<file path="src/rtl/axi_stream_pkg.sv">
// Shared AXI-Stream helpers: width ratio, parameter legality and optional-field widths.
package axi_stream_pkg;

    function automatic int unsigned calc_ratio(input int unsigned width_in, input int unsigned width_out);
        return width_in / width_out;
    endfunction

    // Legal pairs: both widths whole bytes, wide side an exact multiple of at least two narrow beats.
    function automatic bit params_ok(input int unsigned width_in, input int unsigned width_out);
        return (width_out != 0) && (width_in % 8 == 0) && (width_out % 8 == 0) &&
               (width_in % width_out == 0) && (width_in / width_out >= 2);
    endfunction

    function automatic int unsigned field_width(input int unsigned w);
        return (w == 0) ? 1 : w;
    endfunction

endpackage

</file>
<file path="src/rtl/axi_stream_dw_downsizer.sv">
// AXI-Stream width downsizer: one buffered wide beat is replayed as Ratio narrow beats, LSB slice first.
module axi_stream_dw_downsizer
    import axi_stream_pkg::*;
#(
    parameter int unsigned DataWidthIn  = 32,
    parameter int unsigned DataWidthOut = 8,
    parameter int unsigned IdWidth      = 0,
    parameter int unsigned DestWidth    = 0,
    parameter int unsigned UserWidth    = 0
) (
    input  logic                               clk_i,
    input  logic                               rst_i,

    input  logic                               in_tvalid_i,
    output logic                               in_tready_o,
    input  logic [DataWidthIn-1:0]             in_tdata_i,
    input  logic [DataWidthIn/8-1:0]           in_tstrb_i,
    input  logic [DataWidthIn/8-1:0]           in_tkeep_i,
    input  logic                               in_tlast_i,
    input  logic [field_width(IdWidth)-1:0]    in_tid_i,
    input  logic [field_width(DestWidth)-1:0]  in_tdest_i,
    input  logic [field_width(UserWidth)-1:0]  in_tuser_i,

    output logic                               out_tvalid_o,
    input  logic                               out_tready_i,
    output logic [DataWidthOut-1:0]            out_tdata_o,
    output logic [DataWidthOut/8-1:0]          out_tstrb_o,
    output logic [DataWidthOut/8-1:0]          out_tkeep_o,
    output logic                               out_tlast_o,
    output logic [field_width(IdWidth)-1:0]    out_tid_o,
    output logic [field_width(DestWidth)-1:0]  out_tdest_o,
    output logic [field_width(UserWidth)-1:0]  out_tuser_o
);

    localparam int unsigned Ratio    = calc_ratio(DataWidthIn, DataWidthOut);
    localparam int unsigned IdxWidth = $clog2(Ratio);
    localparam int unsigned StrbIn   = DataWidthIn / 8;
    localparam int unsigned StrbOut  = DataWidthOut / 8;
    localparam int unsigned IdW      = field_width(IdWidth);
    localparam int unsigned DestW    = field_width(DestWidth);
    localparam int unsigned UserW    = field_width(UserWidth);
    localparam logic [IdxWidth-1:0] LastIdx = IdxWidth'(Ratio - 1);

    if (!params_ok(DataWidthIn, DataWidthOut)) begin : g_bad_params
        $error("axi_stream_dw_downsizer: illegal DataWidthIn/DataWidthOut combination");
    end

    logic                buf_valid;
    logic [IdxWidth-1:0] idx;
    logic [DataWidthIn-1:0] buf_data;
    logic [StrbIn-1:0]   buf_strb;
    logic [StrbIn-1:0]   buf_keep;
    logic                buf_last;
    logic [IdW-1:0]      buf_id;
    logic [DestW-1:0]    buf_dest;
    logic [UserW-1:0]    buf_user;

    logic in_hs;
    logic out_hs;
    logic last_slice;

    // Handshakes: a transfer happens on a rising edge where valid && ready; valid never waits on ready,
    // and the output side holds every field stable while out_tvalid_o && !out_tready_i.
    assign last_slice   = (idx == LastIdx);
    assign out_hs       = buf_valid && out_tready_i;
    assign in_tready_o  = !buf_valid || (out_hs && last_slice);
    assign in_hs        = in_tvalid_i && in_tready_o;

    assign out_tvalid_o = buf_valid;
    assign out_tdata_o  = buf_data[idx*DataWidthOut +: DataWidthOut];
    assign out_tstrb_o  = buf_strb[idx*StrbOut +: StrbOut];
    assign out_tkeep_o  = buf_keep[idx*StrbOut +: StrbOut];
    assign out_tlast_o  = buf_last && last_slice;
    assign out_tid_o    = buf_id;
    assign out_tdest_o  = buf_dest;
    assign out_tuser_o  = buf_user;

    always_ff @(posedge clk_i) begin
        if (rst_i) begin
            buf_valid <= 1'b0;
            idx       <= '0;
            buf_data  <= '0;
            buf_strb  <= '0;
            buf_keep  <= '0;
            buf_last  <= 1'b0;
            buf_id    <= '0;
            buf_dest  <= '0;
            buf_user  <= '0;
        end else if (in_hs) begin
            // A new beat may land in the same cycle the final slice leaves, so no bubble appears.
            buf_valid <= 1'b1;
            idx       <= '0;
            buf_data  <= in_tdata_i;
            buf_strb  <= in_tstrb_i;
            buf_keep  <= in_tkeep_i;
            buf_last  <= in_tlast_i;
            buf_id    <= (IdWidth == 0)   ? '0 : in_tid_i;
            buf_dest  <= (DestWidth == 0) ? '0 : in_tdest_i;
            buf_user  <= (UserWidth == 0) ? '0 : in_tuser_i;
        end else if (out_hs) begin
            if (last_slice) begin
                idx       <= '0;
                buf_valid <= 1'b0;
            end else begin
                idx <= idx + 1'b1;
            end
        end
    end

endmodule

</file>
<file path="config.mk">
export PLATFORM = sky130hd
export DESIGN_NAME = axi_stream_dw_downsizer
export DESIGN_NICKNAME = d
export VERILOG_FILES = /design/src/rtl/axi_stream_pkg.sv /design/src/rtl/axi_stream_dw_downsizer.sv
export SDC_FILE = /design/constraint.sdc
export NUM_CORES = 1
export LEC_CHECK = 0
export BUFFER_PORTS_ARGS = -buffer_cell sky130_fd_sc_hd__clkbuf_2
export CELL_PAD_IN_SITES_DETAIL_PLACEMENT = 0
export CELL_PAD_IN_SITES_GLOBAL_PLACEMENT = 2
export CORE_MARGIN = 3
export CORE_UTILIZATION = 35
export DETAILED_ROUTE_END_ITERATION = 7
export PLACE_DENSITY = 0.83
export SLEW_MARGIN = 20
export SYNTH_ARGS = -nofsm -noshare
export SYNTH_HDL_FRONTEND = slang
export SYNTH_SLANG_ARGS = --single-unit
</file>
<file path="constraint.sdc">
create_clock -name clk_i -period 2.4 [get_ports clk_i]
set_input_delay 0.12 -clock clk_i [delete_from_list [all_inputs] [get_ports clk_i]]
set_output_delay 0.12 -clock clk_i [all_outputs]
set_load 0.01 [all_outputs]
</file>
==> flow_summary.ini <==
[cts]
cts_buffers = 5
clk_pin_slew_ns = 0.09
cts.sinks = 44
tritoncts = yes
clock_path_buffers = 2
cts_setup_buffers = 0
ctsResizeCount = 0
hold_buffers = 0
h-tree-depth = 2
cts-root-buf = clkbuf_8
clk_latency_ns = 0.30

[logic_synthesis]
synth_seq_cells = 44
synthTopCellsByCount = dfxtp_1, nand3b_1, a21oi_2, o21ai_2, a21oi_1
synth_top_area_share_pct = 37.8
synth_edf_count = 0
avgSynthCellArea_um2 = 10.5
synth_warnings = 0
ys.flop_type = dfxtp_1
seq_area_frac_synth_pct = 37.8
synth.area.top_cells = dfxtp_1, nand3b_1, a21oi_2, o21ai_2, mux4_2
yosysMostFrequentCell = dfxtp_1
synth_cells = 221
synth_cell_types = 25
synth_top_area_cell = dfxtp_1
ys_async_sr_fraction_pct = 0
synth_area_um2 = 2330

[sta]
finalMaxSlewViolations = 0
period_needed_ns = 1.74
setup_violations = 0
worstMarginPinSlew_ns = 0.677
skew_ns = 0.00875
grt_setup_unrepaired = no
slew_headroom_pct = 54.9
setup_tns_ns = 0
fmax_ghz = 0.575
hold_viol = 0
min_period_over_period_pct = 72.5

[global_routing]
gr-total-overflow = 0
grt_max_degree = 84
antenna_found_initial = 0
grt_usage_pct = 14.1
grt_pass1_vias = 1691
grt_pass1_wl_um = 8520

[setup_path]
r2r_setup_slack_ns = 0.86
r2r_cells = 5
critical_path_required_ns = 2.28
critPathKind = reg -> out
arrival_ns = 1.62
critPathLaunchType = flop
end_kind = output pin
rr_endpoint = idx[1]
crit_fanout = 83
r2r-start = idx[0]

[floorplan]
start_util_pct = 36.5
coreArea_um2 = 6390
fp-row-count = 29
die_area_um2 = 7670
die_h_um = 87.6
num_io_pins = 64
die_x_um = 87.6

[route]
drt_wl_total_um = 5250
drc = 0
vias = 1767
first_pass_iters = 4
via_per_inst = 5.14
ant_nets = 0
wl_per_cell_um = 15.3
drt_iter0_drc = 86

[worst_hold_path]
hp-class = in -> reg
hp-start = in_tdata_i[14]
min_to = buf_data[14]
whs_path_depth = 3

[pwr]
p_total_uw = 1650
p_leak_uw = 0.000964
powerDensity_nw_per_um2 = 604
ir_drop_mv = 0.249

[layout]
fillerInstances = 659
drive_gt1_share_pct = 54.7
register_area_um2 = 881
finalNetCount = 315
area_delta_synth_final_pct = 17.1
antenna_cells = 0
multiInputGateArea_um2 = 1280

[status]
outcome = completed

[run]
max_cap_viol_count = 0

[placed_design]
hpwl_um = 3560
io_buffers = 57
globalplace.congestion = 0.728
==> sequential cells by signal, indices dropped and copies added (netlist names) <==
| register | cells |
|---|---|
| buf_data | 32 |
| buf_keep | 4 |
| out_tvalid_o | 1 |
| idx | 2 |
| buf_last | 1 |
| buf_strb | 4 |
==> critical path, stage by stage (launching register included) <==
cell,delay (ns)
dfxtp_1,0.32
ha_1,0.25
a21boi_4,0.17
buf_12,0.33
inv_2,0.09
clkbuf_2,0.14
==> per-layer routing <==
layer | part of all wire, % | vias to the layer above | track usage, %
li1 | - | 890 | -
met1 | 48 | 829 | 19.9
met2 | 45 | 46 | 22.0
met3 | 6.4 | 2 | 3.48
met4 | 0.44 | 0 | 3.35
met5 | 0 | - | 0
==> cell usage in the layout (no fill, tap or decap), types with 2 or more instances in the layout <==
master    synthesis  layout
a21oi_1          13      13
a21oi_2          30      30
buf_4             4       6
clkbuf_2          0      57
clkbuf_8          0       5
conb_1            1       3
dfxtp_1          44      44
inv_2             2       2
mux4_2           10      10
nand2_1           3       3
nand3b_1         41      41
o21ai_0           9       9
o21ai_1           2       2
o21ai_2          30      30
==> power breakdown <==
group	switching, µW	internal, µW
clock network	264	314
logic	150	124
registers	25.8	771
==> kinds of logic after synthesis <==
group,Yosys count,synth area share [%]
and+or+nand+nor,48,14.6
muxes,10,9.67
buffers and inverters,30,7.95
AOI/OAI and AO/OA,87,29.2
DFF,44,37.8
adders and majority gates,1,0.537
other,1,0.161
==> area by class of cell <==
type / count / share of cell area [%]
Inverter: 2 / 0.275
Timing Repair Buffer: 64 / 12.8
Clock inverter: 3 / 1.70
Tap cell: 77 / 3.53
Clock buffer: 5 / 2.52
Multi-Input combinational cell: 149 / 46.8
Sequential cell: 44 / 32.3
==> stage by stage <==
stage                     instance area, µm²  worst slack [ns]  std cells  util (%)  hold slack [ns]
after global placement                  2610             0.889        336      40.9            0.380
final                                   2730             0.661        344      42.7           0.0599
after floorplan                         2340              1.06        223         -            0.280
after CTS                               2730             0.642        344      42.7           0.0535
after global routing                    2730             0.554        344      42.7           0.0597
after detailed placement                2610             0.877        336      40.9            0.379
==> worst max-delay path by stage <==
| stage | start | end | slack [ns] | depth (start not counted) |
|---|---|---|---|---|
| after global routing | idx[0] | in_tready_o | 0.55 | 5 |
| after global placement | idx[0] | idx[1] | 0.89 | 5 |
| after CTS | idx[0] | in_tready_o | 0.64 | 5 |
| final | idx[0] | in_tready_o | 0.66 | 5 |
| after floorplan | idx[0] | buf_data[0] | 1.06 | 6 |
| after detailed placement | idx[0] | idx[1] | 0.88 | 5 |
Note: power is estimated with default switching activity, not from simulation.
